--- src/rtl/truth_table_sweeper.sv ---
// Sweeps a 3-input gate through all 8 input codes and checks its truth-table ID.
// Define MISMATCH_ABORT_EN to stop the sweep at the first mismatching sample.
module truth_table_sweeper #(
    parameter int unsigned SETTLE = 4
) (
    input  logic       clk,
    input  logic       rst,
    input  logic       start,
    input  logic [7:0] expected,
    output logic [2:0] dut_in,
    input  logic       dut_out,
    output logic       busy,
    output logic       done,
    output logic       pass,
    output logic [7:0] table_out,
    output logic [2:0] first_fail
);

    typedef enum logic [1:0] {
        ST_IDLE,
        ST_SETTLE,
        ST_SAMPLE,
        ST_DONE
    } state_e;

    localparam logic [7:0] CNT_LAST = 8'(SETTLE - 1);

    state_e     state_q, state_d;
    logic [2:0] idx_q, idx_d;
    logic [7:0] cnt_q, cnt_d;
    logic [7:0] exp_q, exp_d;
    logic [7:0] table_q, table_d;
    logic [2:0] ff_q, ff_d;
    logic       mis_q, mis_d;
    logic       pass_q, pass_d;
    logic       busy_q, busy_d;
    logic       done_q, done_d;
    logic [2:0] dut_in_q, dut_in_d;

    logic [2:0] bit_pos;
    logic       sample_miss;
    logic       sweep_end;

    // Index 0 (input 000) lands in the MSB of the signature.
    assign bit_pos     = ~idx_q;
    assign sample_miss = (dut_out != exp_q[bit_pos]);

`ifdef MISMATCH_ABORT_EN
    assign sweep_end = (idx_q == 3'd7) || sample_miss;
`else
    assign sweep_end = (idx_q == 3'd7);
`endif

    always_comb begin
        state_d  = state_q;
        idx_d    = idx_q;
        cnt_d    = cnt_q;
        exp_d    = exp_q;
        table_d  = table_q;
        ff_d     = ff_q;
        mis_d    = mis_q;
        pass_d   = pass_q;
        busy_d   = busy_q;
        done_d   = 1'b0;
        dut_in_d = dut_in_q;

        unique case (state_q)
            ST_IDLE: begin
                if (start) begin
                    exp_d    = expected;
                    table_d  = 8'h00;
                    pass_d   = 1'b0;
                    ff_d     = 3'd0;
                    mis_d    = 1'b0;
                    idx_d    = 3'd0;
                    dut_in_d = 3'd0;
                    cnt_d    = 8'd0;
                    busy_d   = 1'b1;
                    state_d  = ST_SETTLE;
                end
            end
            ST_SETTLE: begin
                cnt_d = cnt_q + 8'd1;
                if (cnt_q == CNT_LAST) begin
                    state_d = ST_SAMPLE;
                end
            end
            ST_SAMPLE: begin
                table_d[bit_pos] = dut_out;
                if (sample_miss && !mis_q) begin
                    ff_d  = idx_q;
                    mis_d = 1'b1;
                end
                if (sweep_end) begin
                    state_d = ST_DONE;
                end else begin
                    idx_d    = idx_q + 3'd1;
                    dut_in_d = idx_q + 3'd1;
                    cnt_d    = 8'd0;
                    state_d  = ST_SETTLE;
                end
            end
            ST_DONE: begin
                done_d   = 1'b1;
                pass_d   = (table_q == exp_q);
                busy_d   = 1'b0;
                dut_in_d = 3'd0;
                state_d  = ST_IDLE;
            end
            default: begin
                state_d = ST_IDLE;
            end
        endcase
    end

    always_ff @(posedge clk) begin
        if (rst) begin
            state_q  <= ST_IDLE;
            idx_q    <= 3'd0;
            cnt_q    <= 8'd0;
            exp_q    <= 8'h00;
            table_q  <= 8'h00;
            ff_q     <= 3'd0;
            mis_q    <= 1'b0;
            pass_q   <= 1'b0;
            busy_q   <= 1'b0;
            done_q   <= 1'b0;
            dut_in_q <= 3'd0;
        end else begin
            state_q  <= state_d;
            idx_q    <= idx_d;
            cnt_q    <= cnt_d;
            exp_q    <= exp_d;
            table_q  <= table_d;
            ff_q     <= ff_d;
            mis_q    <= mis_d;
            pass_q   <= pass_d;
            busy_q   <= busy_d;
            done_q   <= done_d;
            dut_in_q <= dut_in_d;
        end
    end

    assign dut_in     = dut_in_q;
    assign busy       = busy_q;
    assign done       = done_q;
    assign pass       = pass_q;
    assign table_out  = table_q;
    assign first_fail = ff_q;

endmodule

--- config.mk ---
export PLATFORM = sky130hd
export DESIGN_NAME = truth_table_sweeper
export DESIGN_NICKNAME = d
export VERILOG_FILES = /design/src/rtl/truth_table_sweeper.sv
export SDC_FILE = /design/constraint.sdc
export NUM_CORES = 1
export LEC_CHECK = 0
export ABC_CLOCK_PERIOD_IN_PS = 4300
export CAP_MARGIN = 20
export CORE_ASPECT_RATIO = 0.8
export CORE_MARGIN = 4
export CORE_UTILIZATION = 57
export DETAILED_ROUTE_END_ITERATION = 10
export HOLD_SLACK_MARGIN = 0.15
export PLACE_DENSITY = 0.8
export SETUP_SLACK_MARGIN = 0.5
export SLEW_MARGIN = 20
export SYNTH_ARGS = -nofsm -noshare
export SYNTH_HDL_FRONTEND = slang
export SYNTH_SLANG_ARGS = --single-unit
--- constraint.sdc ---
create_clock -name clk -period 4.3 [get_ports clk]
set_input_delay 0.645 -clock clk [delete_from_list [all_inputs] [get_ports clk]]
set_output_delay 0.645 -clock clk [all_outputs]
set_load 0.02 [all_outputs]
After elaboration in Yosys (flattened, before gate mapping) --
Index checks and enable logic that the tools add are counted.
Word-level totals: register bits after elaboration 39, bits of input ports 12, output and inout bits 17, word-level logic and storage cells 69
Cells by class: $add $sub $neg 2, order comparisons 2, equal/unequal tests 11, mux-type cells 26, bitwise logic cells 1, reductions and logical operators 16
Operators by type and width (number):
- $pmux 8 s3 | 1
- $mux 8 | 2
- $pmux 8 s2 | 1
- $pmux 3 s2 | 2
- $reduce_and 3->1 | 4
- $mux 3 | 3
- $pmux 3 s3 | 1
- $add 8x1->8 const B | 1
- $bwmux 8 | 1
- $eq 8x2->1 const B | 1
- $eq 8x8->1 | 1
- $ne 2x2->1 const B | 4
- $pmux 2 s4 | 1
- $reduce_and 2->1 | 4
- $mux 1 | 6
- $mux 2 | 3
- $pmux 1 s2 | 3
- $reduce_bool 3->1 | 2
- $eq 2x2->1 const B | 2
- $lt 3x4->1 const B | 1
- $reduce_bool 2->1 | 2
- $add 3x1->3 const B | 1
- $bmux 1 s3 | 1
- $demux 1 s3 | 1
- 8 further kinds | 9

Longest topological paths before layout --
Gate-level depths: netlist (run 1).
depth in word-level cells 7, depth in mapped cells 6, gate-level depth less buffers 6

Worst setup path after synthesis (run 1) --
OpenSTA, ideal clock, no wires.
path type register to register, from register idx_q[0], to register cnt_q[7], setup time 0.121 ns, data arrival time 1.630 ns, required time 4.179 ns, path slack 2.550 ns, stages on the path, launching flop included 7, buffers on the path 0, period minus slack after synthesis 1.750 ns, cells stage by stage dfxtp_1 > ha_1 > ha_1 > or3b_2 > a211oi_1 > xnor2_1 > nor2_1
Between the ends: cells in the longest elaborated chain, start to end 3
Ends and longest elaborated chain:
- start: declaration | RTL line 29 | logic [2:0] idx_q, idx_d;
- start signal: assignment | RTL line 131 | idx_q <= idx_d;
- $eq 3x3->1 | RTL line 51 | assign sweep_end = (idx_q == 3'd7);
- $ne 2x2->1 (no line)
- $reduce_and 3->1 (no line)
- end signal: assignment | RTL line 132 | cnt_q <= cnt_d;
- end: declaration | RTL line 30 | logic [7:0] cnt_q, cnt_d;
Every way passes these cells. A chain may end at the register's enable or synchronous reset.

Final worst setup path (run 1) --
from register idx_q[0], to register cnt_q[5]
Same word-level chain as after synthesis.

==> results of run 1 <==
path summary, 6_finish.rpt:
path | from | to | slack, ps | depth (start not counted)
setup / recovery | idx_q[0]$_SDFFE_PP0P_ | cnt_q[5]$_SDFFE_PP0P_ | 2180 | 6
hold / removal | dut_in[1]$_SDFFE_PP0P_ | dut_in[1]$_SDFFE_PP0P_ | 470 | 1
setup reg to reg | idx_q[0]$_SDFFE_PP0P_ | cnt_q[5]$_SDFFE_PP0P_ | 2180 | 6
hold reg to reg | dut_in[1]$_SDFFE_PP0P_ | dut_in[1]$_SDFFE_PP0P_ | 470 | 1
layout make-up:
cell class	count	area [um^2]
timing repair buffer	29	283
multi-input combinational	159	1010
sequential	39	781
clock inverter	1	5.00
tap	40	50.0
inverter	1	3.75
clock buffer	6	82.6
fill	238	888
flip-flops by register name, indices dropped and copies added, names as in the netlist:
name and cells:
busy 1, cnt_q 8, done 1, dut_in 3, exp_q 8, first_fail 3
idx_q 3, mis_q 1, pass 1, state_q 2, table_out 8
cells by family (layout without fill, tap and decap cells):
group                    Yosys count  in the layout  synth area share
multiplexers                       9              9            0.0578
AO/OA/AOI/OAI                     47             47             0.167
flip-flops                        39             39             0.420
AND/OR/NAND/NOR                   86             86             0.234
buffers and inverters             15             37            0.0350
XOR/XNOR                          14             14            0.0659
adder cells (fa/ha/maj)            3              3            0.0202
report_power, final:
part           total [mW]  internal [mW]  switching [mW]  leakage, nW
clock               0.245          0.126           0.120       0.0470
sequential          0.421          0.385          0.0355        0.316
combinational       0.174         0.0742          0.0995        0.417
placed cells by master, fill, tap and decap left out, types with 2 or more instances in the layout:
cell / n
nand4_1: 4
a211oi_1: 2
ha_1: 3
mux2i_1: 7
a21o_1: 2
nand2b_1: 7
dfxtp_1: 39
clkdlybuf4s50_1: 27
nor3b_1: 2
a22oi_1: 2
o211ai_1: 6
nor2_1: 20
nand2_1: 24
a21oi_1: 23
nor2b_1: 4
xnor2_1: 10
nor3_1: 3
nand3_1: 9
clkbuf_8: 6
nand3b_1: 4
a32o_1: 2
xor2_1: 4
o2111ai_1: 2
o311ai_0: 2
metal layers:
| metal | up-vias | wire length [um] |
|---|---|---|
| li1 | 796 | - |
| met2 | 69 | 1870 |
| met3 | 7 | 294 |
| met1 | 748 | 2070 |
| met4 | 0 | 40 |
| met5 | - | 0 |
critical path, delay by kind of cell, from the launching register on:
family	cells	cell delay (ps)
AO/OA/AOI/OAI	1	310
XOR/XNOR	1	180
adder cells (fa/ha/maj)	2	490
flip-flops	1	460
AND/OR/NAND/NOR	2	570
per-stage QoR:
stage | power [mW] | setup WS [ps] | cells | utilization | area, um^2
final | 0.840 | 2180 | 275 | 0.714 | 2220
after global placement | 0.590 | 1780 | 268 | 0.688 | 2140
after detailed placement | 0.601 | 1700 | 268 | 0.688 | 2140
after global routing | 0.883 | 2060 | 275 | 0.714 | 2220
after floorplan | 0.551 | 2550 | 213 | - | 1860
after CTS | 0.844 | 2000 | 275 | 0.716 | 2220
==> results.json, run 1 <==
{
  "floorplan.initialDensity": 0.599,
  "critPathMaxFanout": 12,
  "grt_pass1_wl_um": 7240,
  "drtPass1Iterations": 5,
  "rsz0062_at_grt": "false",
  "global_route.usage.met2": 0.325,
  "timing.critical_path.required_ps": 4470,
  "buffer_ports.inserted": 28,
  "worst_setup_path_start_kind": "flop",
  "antenna_found_initial": 0,
  "finalSetupViolations": 0,
  "vias_per_cell": 5.89,
  "setup_tns_ps": 0,
  "cpMostUsedCell": "ha_1",
  "ys_dominant_reg_cell": "dfxtp_1",
  "grtUsageTotal": 0.220,
  "die_w_um": 71.9,
  "antenna_violating_nets_post_route": 0,
  "worst_setup_hold_path_clk_slew_ps": 70,
  "syn_nets": 228,
  "crit_path_top_delay_cell": "or3b_2",
  "syn-cell-area_um2": 1860,
  "clk_latency_ps": 280,
  "fp.dieArea_um2": 4250,
  "timing.final.crit_period_ps": 2120,
  "cts_made_buffers": 5,
  "final_max_slew_viol_count": 0,
  "design.core.area_um2": 3110,
  "peakVddDrop_v": 0.000347,
  "achievable-frequency_mhz": 471,
  "synth_area_leaders": "dfxtp_1 (42%), a21oi_1 (6.2%), nand2_1 (4.8%)",
  "post-route-drc-count": 0,
  "syn-instance-count": 213,
  "met1_usage": 0.313,
  "post_cts_resize_count": 0,
  "final_layout_size_suffix_gt1_frac": 0.0638,
  "yosysTopAreaCell": "dfxtp_1",
  "htree_levels": 2,
  "grtUsageMet3": 0.0525,
  "fp-row-count": 18,
  "yosys.cell_types.count": 44,
  "worst-endpoint-arrival_ps": 2300,
  "leakage_nw": 0.781,
  "cts_setup_buffers": 0,
  "drt-initial-drc-count": 175,
  "syn2layout_area_growth_pct": 19.3,
  "delay_contributed_by_the_slowest_stage_of_the_critical_path_ps": 510,
  "synth_most_common_cell": "dfxtp_1",
  "clock_sink_count": 39,
  "hp-class": "flop to flop",
  "tritoncts": "yes",
  "final.hold.worst_slack_ps": 466,
  "cts.root.buffer_cell": "clkbuf_8",
  "number_of_enable_flip_flop_cells_after_synthesis": 0,
  "synth_async_sr_flop_share": 0,
  "synth_sequential_area_ratio": 0.420,
  "antenna_cells_inserted": 0,
  "cts_hold_buf": 0,
  "final.setup_skew_ps": 3.53,
  "grt-busiest-layer": "met2",
  "share_of_yosys_cell_area_claimed_by_the_top_area_cell_type": 0.420,
  "relSlewSlack": 0.551,
  "number_of_global_route_vias_before_repair": 1535,
  "dp_hpwl_um": 3030,
  "crit_path_end_kind": "flop",
  "wirelength_um": 4280,
  "yosys_warnings": 0,
  "ctsLongestPathBuffers": 2,
  "critical_path.cell_chain": "ha_1 > ha_1 > or3b_2 > a211oi_1 > xnor2_1 > nor2_1",
  "timing_hold_violations_final": 0,
  "vias": 1620,
  "outcome": "finished, final reports clean",
  "pin_count_of_the_biggest_net_entering_global_routing": 36,
  "flip_flop_and_latch_count_after_synthesis": 39,
  "path_class": "flop to flop",
  "per_cell_routed_wire_length_um": 15.5,
  "syn_area_per_cell_um2": 8.73,
  "max-cap-violations": 0,
  "synth_common_cells": "dfxtp_1 (39), nand2_1 (24), a21oi_1 (23)",
  "grt.overflow.total": 0,
  "finish.net_count": 250,
  "design.portCount": 29,
  "gp_congestion": 0.884,
  "powerDensity_nw_per_um2": 378,
  "tightestPinTransition_ps": 672,
  "min_period_over_period": 0.493,
  "dieHeight_um": 59.1
}
(Power assumes the default switching activity.)
==> run 2: changes to the inputs <==
ABC_CLOCK_PERIOD_IN_PS = 1700   (was 4300)
CORE_UTILIZATION = 48   (was 57)
PLACE_DENSITY = 0.71   (was 0.8)
clock period = 1.7 ns   (was 4.3 ns; I/O delays follow)
==> results.json, run 2 (synthesis results as in run 1) <==
{
  "dp_hpwl_um": 3830,
  "min_period_over_period": 1.08,
  "post-route-drc-count": 0,
  "cp-startpoint": "idx_q[0]$_SDFFE_PP0P_",
  "cp_num_cells": 5,
  "critPathMaxFanout": 5,
  "depth_of_the_worst_register_to_register_path": 5,
  "max-cap-violations": 0,
  "final.hold.worst_slack_ps": 485,
  "dieHeight_um": 63.7,
  "critical_path.cell_chain": "buf_6 > mux2i_1 > mux4_2 > mux2_4 > o21ba_1",
  "wirelength_um": 7480,
  "worst_path_dominant_cell_family": "multiplexers",
  "final_critical_path_setup_slack_ps": -131,
  "crit_path_top_delay_cell": "mux4_2",
  "htree_levels": 2,
  "tritoncts": "yes",
  "final_layout_size_suffix_gt1_frac": 0.564,
  "delay_contributed_by_the_slowest_stage_of_the_critical_path_ps": 500,
  "clk_latency_ps": 290,
  "final_max_slew_viol_count": 0,
  "drt-initial-drc-count": 267,
  "timing.rr.start": "idx_q[0]$_SDFFE_PP0P_",
  "ctsLongestPathBuffers": 2,
  "floorplan.initialDensity": 0.518,
  "layout.cells.most_common": "dfxtp_1",
  "timing.final.crit_period_ps": 1830,
  "peakVddDrop_v": 0.000793,
  "vias": 2057,
  "achievable-frequency_mhz": 546,
  "detailedPlace.worstSlack_ps": -21.5,
  "grtUsageMet3": 0.0527,
  "design.portCount": 29,
  "path_class": "flop to flop",
  "clock_sink_count": 39,
  "worst_setup_path_start_kind": "flop",
  "fp-row-count": 19,
  "antenna_found_initial": 0,
  "fp.dieArea_um2": 4940,
  "global_route.usage.met2": 0.452,
  "per_cell_routed_wire_length_um": 22.9,
  "gp_congestion": 0.881,
  "buffer_ports.inserted": 28,
  "layout.cells.most_common_list": "dfxtp_1 (22), buf_4 (21), nor2_1 (15), a21oi_2 (15), buf_6 (14)",
  "grt.overflow.total": 0,
  "antenna_violating_nets_post_route": 0,
  "number_of_global_route_vias_before_repair": 1928,
  "met1_usage": 0.316,
  "reg2reg_setup_slack_ps": -130,
  "pin_count_of_the_biggest_net_entering_global_routing": 21,
  "die_w_um": 77.6,
  "leakage_nw": 1.17,
  "grt-busiest-layer": "met2",
  "syn2layout_area_growth_pct": 64.4,
  "finalSetupViolations": 4,
  "outcome": "finished, violations left",
  "antenna_cells_inserted": 0,
  "cp_buf_inv_count": 1,
  "vias_per_cell": 6.29,
  "dpl.cell_count": 298,
  "worst_setup_hold_path_clk_slew_ps": 70,
  "tightestPinTransition_ps": 495,
  "crit_path_end_kind": "flop",
  "reg2reg_to": "mis_q$_SDFFE_PP0P_",
  "timing_hold_violations_final": 0,
  "drtPass1Iterations": 5,
  "worst-endpoint-arrival_ps": 2000,
  "violations": "negative setup slack",
  "grt_pass1_wl_um": 9960,
  "final.setup_skew_ps": 9.20,
  "cts.root.buffer_cell": "clkbuf_8",
  "rsz0062_at_grt": "true",
  "timing.critical_path.required_ps": 1870,
  "relSlewSlack": 0.669,
  "finish.net_count": 289,
  "powerDensity_nw_per_um2": 905,
  "grtUsageTotal": 0.261,
  "worst_setup_path_endpoint": "mis_q$_SDFFE_PP0P_",
  "hp-class": "flop to flop",
  "setup_tns_ps": -263,
  "stdcell_count": 327,
  "design.core.area_um2": 3590,
  "cts_made_buffers": 5,
  "placed_cell_area_um2": 2390,
  "finalInstanceArea_um2": 3060
}
==> run 2: changes by cell type in the layout (fill, tap and decap cells not counted), sizes merged <==
cell,before,now
dlygate4sd2,0,2
clkdlybuf4s15,0,1
clkdlybuf4s50,27,9
clkbuf,6,16
buf,2,47
==> run 2: layout make-up <==
| class | instances | area (um^2) |
|---|---|---|
| clock buffers | 7 | 76.3 |
| clock inverters | 1 | 5.00 |
| fillers | 176 | 531 |
| inverters | 1 | 3.75 |
| multi-input cells | 159 | 1480 |
| flip-flops and latches | 39 | 817 |
| well taps | 52 | 65.1 |
| repair buffers | 68 | 614 |
==> run 2: layer usage <==
layer  vias up  routed length (um)
met1       976                2980
li1        877                   -
met2       162                3600
met4         0                 271
met5         -                   0
met3        42                 638
==> run 2: report_power, final <==
part           switching [mW]  total [mW]  internal (mW)
sequential              0.120        1.11          0.986
clock                   0.309       0.597          0.288
combinational           0.566        1.07          0.501
total                   0.995        2.77           1.77
==> run 2: worst min-delay path by stage <==
| stage | from | to | slack [ps] | depth (start not counted) |
|---|---|---|---|---|
| 6_report | pass$_SDFFE_PP0P_ | pass$_SDFFE_PP0P_ | 480 | 2 |
| 5_1_grt | pass$_SDFFE_PP0P_ | pass$_SDFFE_PP0P_ | 500 | 2 |
| 4_1_cts | rst | cnt_q[0]$_SDFFE_PP0P_ | 470 | 2 |
| 3_5_place_dp | pass$_SDFFE_PP0P_ | pass$_SDFFE_PP0P_ | 470 | 2 |
| 3_3_place_gp | pass$_SDFFE_PP0P_ | pass$_SDFFE_PP0P_ | 460 | 2 |
| 2_1_floorplan | expected[0] | exp_q[0]$_SDFFE_PP0P_ | 390 | 2 |
==> run 2: per-stage QoR <==
stage / total power [mW] / util
2_1_floorplan: 1.46 / -
3_3_place_gp: 1.62 / 0.666
3_5_place_dp: 1.65 / 0.666
4_1_cts: 2.39 / 0.771
5_1_grt: 2.88 / 0.852
6_report: 2.77 / 0.852
==> run 2: worst register-to-register path, delay by kind of cell, from the launching register on <==
| kind | cells | cell delay, ps |
|---|---|---|
| AOI/OAI and AO/OA | 1 | 210 |
| DFF | 1 | 380 |
| muxes | 3 | 990 |
| buffers and inverters | 1 | 130 |
==> run 2: what timing repair did <==
item | 4_1_cts | 5_1_grt
hold buffers | 0 | 0
cloned | 0 | 4
pin swaps | 25 | 31
endpoints found under the setup margin | 55 | 50
resized for setup | 105 | 77
buffers inserted | 11 | 6
==> run 3: changes to the inputs <==
CTS_CLUSTER_DIAMETER = 50   (was default)
MAX_ROUTING_LAYER = met4   (was default)
==> results.json, run 3 (synthesis results as in run 1) <==
{
  "critPathMaxFanout": 6,
  "ctsLongestPathBuffers": 2,
  "design.core.area_um2": 3590,
  "worst_setup_path_start_kind": "flop",
  "tritoncts": "yes",
  "clk_latency_ps": 290,
  "stdcell_count": 324,
  "tightestPinTransition_ps": 340,
  "timing_hold_violations_final": 0,
  "syn2layout_area_growth_pct": 60.0,
  "combPwrFrac": 0.340,
  "hp-class": "flop to flop",
  "filler_cell_count": 192,
  "achievable-frequency_mhz": 555,
  "powerDensity_nw_per_um2": 912,
  "cts.root.buffer_cell": "clkbuf_8",
  "min_period_over_period": 1.06,
  "antenna_violating_nets_post_route": 0,
  "final_layout_size_suffix_gt1_frac": 0.504,
  "die_w_um": 77.6,
  "layout.cells.most_common_list": "dfxtp_1 (23), buf_6 (17), nor2_1 (16), buf_4 (16), a21oi_2 (15)",
  "relSlewSlack": 0.773,
  "leakage_nw": 1.10,
  "dieHeight_um": 63.7,
  "max-cap-violations": 0,
  "timing.final.crit_period_ps": 1800,
  "power.switching_uw": 922,
  "reg2reg_setup_slack_ps": -100,
  "final_critical_path_setup_slack_ps": -102,
  "seqPwrFrac": 0.407,
  "multi_input_comb_area_um2": 1400,
  "finalSetupViolations": 4,
  "rsz0062_at_grt": "true",
  "path_class": "flop to flop",
  "layout.cells.most_common": "dfxtp_1",
  "drtPass1Iterations": 4,
  "outcome": "finished, violations left",
  "fp-row-count": 19,
  "number_of_global_route_vias_before_repair": 1854,
  "fp.dieArea_um2": 4940,
  "finish.net_count": 286,
  "design.portCount": 29,
  "grtUsageTotal": 0.240,
  "crit_path_end_kind": "flop",
  "vias_per_cell": 5.91,
  "detailedPlace.worstSlack_ps": -35.0,
  "cts_made_buffers": 5,
  "antenna_cells_inserted": 0,
  "timing.critical_path.required_ps": 1890,
  "power_report.internal_total_mw": 1.79,
  "antenna_found_initial": 0,
  "worst-endpoint-arrival_ps": 1990,
  "drt-initial-drc-count": 139,
  "grt.overflow.total": 0,
  "wirelength_um": 6910,
  "pin_count_of_the_biggest_net_entering_global_routing": 30,
  "violations": "negative setup slack",
  "power.share.clock": 0.254,
  "peakVddDrop_v": 0.000835,
  "final_max_slew_viol_count": 0,
  "grt_pass1_wl_um": 9150,
  "final.setup_skew_ps": 7.48,
  "floorplan.initialDensity": 0.518,
  "cts_hold_buf": 0,
  "dp_hpwl_um": 3620,
  "post-route-drc-count": 0,
  "final-seq-area_um2": 816,
  "buffer_ports.inserted": 28,
  "per_cell_routed_wire_length_um": 21.3,
  "clock_sink_count": 39,
  "worst_setup_hold_path_clk_slew_ps": 80,
  "gp_congestion": 0.820,
  "power.share.switching": 0.339,
  "vias": 1916,
  "htree_levels": 2,
  "dpl.cell_count": 298
}
## run 3: changes by cell type in the layout (fill, tap and decap cells not counted), moves of 5 or more
cell / previous run / this run
nand2_4: 11 / 6
nand2_2: 10 / 4
nand2_1: 3 / 13
buf_4: 21 / 16
## run 3: critical path, cell delays in order, from the launching register on
cell and delay [ps]:
dfxtp_4 360, buf_12 130, mux2i_1 160, mux4_2 510, mux2_4 360, o21ba_1 180
## run 3: per-layer routing
| metal | global-route usage | share of wire |
|---|---|---|
| met1 | 0.307 | 0.41 |
| met4 | 0.0600 | 0.032 |
| met5 | - | 0 |
| met2 | 0.386 | 0.50 |
| met3 | 0.0527 | 0.065 |
## run 3: through the flow
| step | total power, mW | hold slack (ps) | utilization | setup TNS (ps) | cell area [um^2] |
|---|---|---|---|---|---|
| after floorplan | 1.46 | 391 | - | 0 | 1970 |
| after global placement | 1.62 | 459 | 0.666 | 0 | 2390 |
| after detailed placement | 1.66 | 455 | 0.666 | -49.7 | 2390 |
| after CTS | 2.52 | 473 | 0.791 | -27.4 | 2840 |
| after global routing | 2.81 | 514 | 0.829 | -429 | 2980 |
| final | 2.72 | 468 | 0.829 | -260 | 2980 |
## run 3: worst paths after layout
path / from / to / depth (start not counted)
worst min-delay path: dut_in[1]$_SDFFE_PP0P_ / dut_in[1]$_SDFFE_PP0P_ / 1
worst max-delay path: idx_q[0]$_SDFFE_PP0P_ / mis_q$_SDFFE_PP0P_ / 5
worst min register to register: dut_in[1]$_SDFFE_PP0P_ / dut_in[1]$_SDFFE_PP0P_ / 1
worst max register to register: idx_q[0]$_SDFFE_PP0P_ / mis_q$_SDFFE_PP0P_ / 5
## run 3: power groups by stage
| stage | registers [mW] | clock network, mW | logic [mW] |
|---|---|---|---|
| floorplan | 1.06 | 0 | 0.397 |
| global placement | 1.09 | 0 | 0.535 |
| detailed placement | 1.10 | 0 | 0.559 |
| CTS | 1.08 | 0.691 | 0.745 |
| global route | 1.11 | 0.732 | 0.965 |
| finish | 1.10 | 0.689 | 0.922 |
## run 3: what timing repair did
action	in CTS	in global routing
pin swaps	37	36
gates resized for setup	107	53
gates cloned	1	0
endpoints found under the setup margin	55	50
setup buffers	14	3
## run 3: final cells by class
type,instances,share of cell area
Clock buffer,8,0.0336
Timing Repair Buffer,65,0.199
Tap cell,52,0.0219
Inverter,1,0.00126
Sequential cell,39,0.274
Multi-Input combinational cell,159,0.470
==> patch 1 (config.mk and constraints of run 3) <==
The 4 states of `state_e` get a one-hot encoding in 4 bits.
--- a/src/rtl/truth_table_sweeper.sv
+++ b/src/rtl/truth_table_sweeper.sv
@@ -16,11 +16,11 @@
     output logic [2:0] first_fail
 );
 
-    typedef enum logic [1:0] {
-        ST_IDLE,
-        ST_SETTLE,
-        ST_SAMPLE,
-        ST_DONE
+    typedef enum logic [3:0] {
+        ST_IDLE   = 4'b0001,
+        ST_SETTLE = 4'b0010,
+        ST_SAMPLE = 4'b0100,
+        ST_DONE   = 4'b1000
     } state_e;
 
     localparam logic [7:0] CNT_LAST = 8'(SETTLE - 1);
Behaviour: same outputs for any inputs over 10 cycles, from zero or initial values and one cycle with rst high; not proved beyond that.
==> patch 1 against run 3 <==
  * The flow still finishes with violations (setup timing)
  * Sequential cell count is 2 higher
  * Largest power group is now combinational logic
  * Die area increased by 5.4%
  * Largest cell class unchanged
  * Critical path depth increased by 2
  * Cell area rose by 6.3%
  * Total power grew 35%
  * Worst setup slack got worse by 0.17 ns
  * Area after synthesis increased by 6.1%
  * Routed wire length shrank 13%
  * Critical endpoint is now cnt_q[7]$_SDFFE_PP0P_
==> patch 1: results (changes against run 3) <==
| Metric | Value |
|---|---|
| Status | `complete, but fails checks (unchanged)` |
| Failing checks | `setup timing (unchanged)` |
| Crit path max fanout | `7 (was 6)` |
| First-pass GRT wire length | `9200 µm (was 9150 µm)` |
| CP peak stage delay | `0.41 ns (was 0.51 ns)` |
| P_leak | `1.18 nW (was 1.10 nW)` |
| Post-DP HPWL | `3860 µm (was 3620 µm)` |
| Synth Net Count | `245 (was 228)` |
| Mux cell area share after synthesis | `0.0374 (was 0.0578)` |
| Adder-Cell Fraction of Synth Area | `0.0190 (was 0.0202)` |
| Largest net degree at the start of global routing | `17 (was 30)` |
| Switch share | `0.349 (was 0.339)` |
| GRT met1 Usage | `0.294 (was 0.307)` |
| Layout cells sized above 1 | `0.500 (was 0.504)` |
| Commonest cells post-synth | `dfxtp_1 (41), nand2_1 (34), nor2_1 (26) (was dfxtp_1 (39), nand2_1 (24), a21oi_1 (23))` |
| Unique cell type count in the Yosys netlist | `48 (was 44)` |
| Initial DRC count | `151 (was 139)` |
| PnR worst setup slack | `-0.274 ns (was -0.102 ns)` |
| Relative slew slack | `0.729 (was 0.773)` |
| Placement Cell Area | `2730 µm² (was 2390 µm²)` |
| Fillcell total | `240 (was 192)` |
| Synth Area in XOR/XNOR | `0.0621 (was 0.0659)` |
| Worst path top cell family by delay | `simple AND/OR/NAND/NOR gates (was multiplexers)` |
| Routing usage on met3 | `0.0507 (was 0.0527)` |
| Met2 Use GR | `0.374 (was 0.386)` |
| Sequential cell area fraction in the yosys report | `0.416 (was 0.420)` |
| Final Setup Violations | `19 (was 4)` |
| Peak supply drop | `0.000802 V (was 0.000835 V)` |
| Slowest cell on the critical path | `or3b_4 (was mux4_2)` |
| Complex-gate fraction of the synthesized area | `0.156 (was 0.167)` |
| Vias in the first global route | `1,933 (was 1,854)` |
[patch 1: final cells by class]
cell class,instances,area share
well taps,55,0.0217
repair buffers,81,0.208
inverters,5,0.00593
multi-input cells,173,0.464
flip-flops and latches,41,0.268
clock inverters,1,0.00158
clock buffers,7,0.0308
[patch 1: through the flow]
step | setup slack [ns] | TNS (ns) | instances | utilization
floorplan | -0.140 | -0.921 | 230 | -
global placement | -0.169 | -1.40 | 341 | 0.704
detailed placement | -0.197 | -2.04 | 341 | 0.704
CTS | -0.205 | -2.02 | 360 | 0.795
global route | -0.359 | -4.56 | 363 | 0.816
finish | -0.274 | -2.98 | 363 | 0.816
[patch 1: worst reg2reg max path: stages (launching register included)]
cell      delay (ns)
dfxtp_2         0.34
ha_4            0.16
ha_4            0.15
or3b_4          0.41
a311oi_4        0.37
nand4_1         0.19
xor2_1          0.19
nor2_1          0.06
[patch 1: what timing repair did]
item	4_1_cts	5_1_grt
endpoints found under the setup margin	57	50
hold endpoints to repair	0	0
buffers inserted	9	3
pin swaps	35	14
gates cloned	2	0
gates resized for setup	97	37
[patch 1: layer usage]
layer,wire length (µm),vias up
met4,145,0
met2,2840,66
met5,0,-
met1,2760,988
met3,285,15
li1,-,965
[patch 1: cell families (layout without fill, tap and decap cells)]
kind of cell             after synthesis  count (layout)
multiplexers                           7               7
adder cells (fa/ha/maj)                3               3
AO/OA/AOI/OAI                         42              42
flip-flops                            41              41
AND/OR/NAND/NOR                      106             107
XOR/XNOR                              14              14
buffers and inverters                 17              94
[patch 1: worst paths after layout]
kind	start	to	slack [ns]	depth (start not counted)
hold reg to reg	dut_in[2]$_SDFFE_PP0P_	dut_in[2]$_SDFFE_PP0P_	0.49	2
setup / recovery	idx_q[1]$_SDFFE_PP0P_	cnt_q[7]$_SDFFE_PP0P_	-0.27	7
hold / removal	dut_in[2]$_SDFFE_PP0P_	dut_in[2]$_SDFFE_PP0P_	0.49	2
setup reg to reg	idx_q[1]$_SDFFE_PP0P_	cnt_q[7]$_SDFFE_PP0P_	-0.27	7
[patch 1: power by group through the flow]
| stage | combinational (mW) | clock (mW) | sequential [mW] |
|---|---|---|---|
| 2_1_floorplan | 0.791 | 0 | 1.17 |
| 3_3_place_gp | 1.20 | 0 | 1.15 |
| 3_5_place_dp | 1.22 | 0 | 1.15 |
| 4_1_cts | 1.64 | 0.726 | 1.13 |
| 5_1_grt | 1.92 | 0.775 | 1.15 |
| 6_report | 1.80 | 0.726 | 1.14 |
==> patch 2 (flow settings as in run 3) <==
Without the edit above. Build with the macro `MISMATCH_ABORT_EN` defined.
--- a/src/rtl/truth_table_sweeper.sv
+++ b/src/rtl/truth_table_sweeper.sv
@@ -1,5 +1,7 @@
 // Sweeps a 3-input gate through all 8 input codes and checks its truth-table ID.
 // Define MISMATCH_ABORT_EN to stop the sweep at the first mismatching sample.
+`define MISMATCH_ABORT_EN
+
 module truth_table_sweeper #(
     parameter int unsigned SETTLE = 4
 ) (
Function: changed (a bounded check fails within 10 cycles, from zero or initial values and one cycle with rst high).
==> patch 2 against run 3 <==
  * The flow still finishes with violations (setup timing)
  * Routed wire length fell by 4.5%
  * Combinational power fell by 45%
  * Area after synthesis rose by 6.3%
  * Non-clock buffer count rose by 20
  * Total power fell by 18%
  * Cell area rose by 2.0%
  * Clock skew fell by 0.0022 ns
  * Via count rose by 15%
  * Sequential power fell by 11%
  * Sequential cell count did not move
  * Worst setup slack got worse by 0.23 ns
  * Critical path type unchanged
  * Largest cell class unchanged
  * Largest power group unchanged
==> patch 2: results (changes against run 3) <==
| Metric | Value |
|---|---|
| Hold depth | `4 (was 1)` |
| Initial DRC count | `226 (was 139)` |
| Sequential cell area fraction in the yosys report | `0.395 (was 0.420)` |
| Peak supply drop | `0.000495 V (was 0.000835 V)` |
| Slowest cell on the critical path | `or4_4 (was mux4_2)` |
| PnR worst setup slack | `-0.328 ns (was -0.102 ns)` |
| Final Setup Violations | `19 (was 4)` |
| Min Hold Slack | `0.424 ns (was 0.468 ns)` |
| RR Endpoint | `idx_q[1]$_SDFFE_PP0P_ (was mis_q$_SDFFE_PP0P_)` |
| DRT Pass-1 Iters | `5 (was 4)` |
| Vias | `2,202 (was 1,916)` |
| CP peak stage delay | `0.60 ns (was 0.51 ns)` |
| Failing checks | `setup timing (unchanged)` |
| Post-CTS Setup Inserts | `7 (was 14)` |
| P_leak | `1.20 nW (was 1.10 nW)` |
| GPL Wtd Cong | `0.848 (was 0.820)` |
| First-pass GRT wire length | `9240 µm (was 9150 µm)` |
| Wire length per cell | `18.0 µm (was 21.3 µm)` |
| Status | `complete, but fails checks (unchanged)` |
| Hold Crit Start | `start (was dut_in[1]$_SDFFE_PP0P_)` |
| R2r startpoint | `idx_q[1]$_SDFFE_PP0P_ (was idx_q[0]$_SDFFE_PP0P_)` |
| Worst endpoint data arrival time | `2.23 ns (was 1.99 ns)` |
| TNS Setup | `-4.46 ns (was -0.260 ns)` |
| Worst min path class | `input port to flip-flop (was flip-flop to flip-flop)` |
| Post-DP HPWL | `3870 µm (was 3620 µm)` |
| Worst path top cell family by delay | `compound AO/OA/AOI/OAI gates (was multiplexers)` |
| Max Clock Skew | `0.00531 ns (was 0.00748 ns)` |
| Crit path max fanout | `7 (was 6)` |
| PostCTS Resize Cnt | `79 (was 107)` |
| Vias in the first global route | `1,857 (was 1,854)` |
==> patch 2: cell types whose count changed after synthesis, moves of 3 or more <==
cell,before,now
o22ai_1,0,4
nand2_1,24,28
nand3b_1,4,8
nand2b_1,7,10
nor2_1,20,9
o32ai_1,0,6
a21oi_1,23,26
nand4b_1,0,3
nand4_1,4,10
xor2_1,4,0
==> patch 2: per-layer routing <==
metal | GRT usage | vias up | routed length [µm]
met2 | 0.338 | 129 | 2990
met3 | 0.0425 | 13 | 620
li1 | - | 1015 | -
met5 | - | - | 0
met4 | 0.0443 | 0 | 85
met1 | 0.331 | 1045 | 2900
==> patch 2: worst max-delay path by stage <==
stage | to | slack [ns] | from | cells past startpoint
5_1_grt | idx_q[1]$_SDFFE_PP0P_ | -0.39 | idx_q[1]$_SDFFE_PP0P_ | 5
2_1_floorplan | dut_in[1]$_SDFFE_PP0P_ | -0.29 | idx_q[0]$_SDFFE_PP0P_ | 7
6_report | idx_q[1]$_SDFFE_PP0P_ | -0.33 | idx_q[1]$_SDFFE_PP0P_ | 5
3_5_place_dp | dut_in[1]$_SDFFE_PP0P_ | -0.43 | idx_q[1]$_SDFFE_PP0P_ | 5
3_3_place_gp | idx_q[1]$_SDFFE_PP0P_ | -0.35 | idx_q[1]$_SDFFE_PP0P_ | 5
4_1_cts | idx_q[1]$_SDFFE_PP0P_ | -0.25 | idx_q[1]$_SDFFE_PP0P_ | 5
==> patch 2: final cells by class <==
cell class	count	area (µm²)
inverters	3	15.0
clock inverters	1	5.00
well taps	55	68.8
flip-flops and latches	39	812
multi-input cells	177	1310
fillers	259	842
clock buffers	7	108
repair buffers	85	722
==> patch 2: stage by stage <==
step	total power, mW	area, µm²	setup slack [ns]	util	instances
final	2.23	3040	-0.328	0.783	367
after global placement	1.36	2620	-0.350	0.675	344
after CTS	2.14	2870	-0.255	0.740	359
after floorplan	1.20	2030	-0.286	-	237
after detailed placement	1.36	2620	-0.434	0.675	344
after global routing	2.32	3040	-0.392	0.783	367
==> patch 2: power by group <==
| group | leakage, nW | total, mW | switching, mW | internal, mW |
|---|---|---|---|---|
| logic | 0.816 | 0.507 | 0.249 | 0.258 |
| registers | 0.324 | 0.980 | 0.0371 | 0.943 |
| clock network | 0.0594 | 0.739 | 0.323 | 0.416 |
==> patch 2: cells by family (layout without fill, tap and decap cells) <==
group                    count (synthesis)  in the layout  synth area share
XOR/XNOR                                 9              9            0.0399
multiplexers                             7              7            0.0354
AO/OA/AOI/OAI                           60             60             0.197
flip-flops                              39             39             0.395
adder cells (fa/ha/maj)                  3              3            0.0190
AND/OR/NAND/NOR                         98             98             0.266
buffers and inverters                   21             96            0.0474
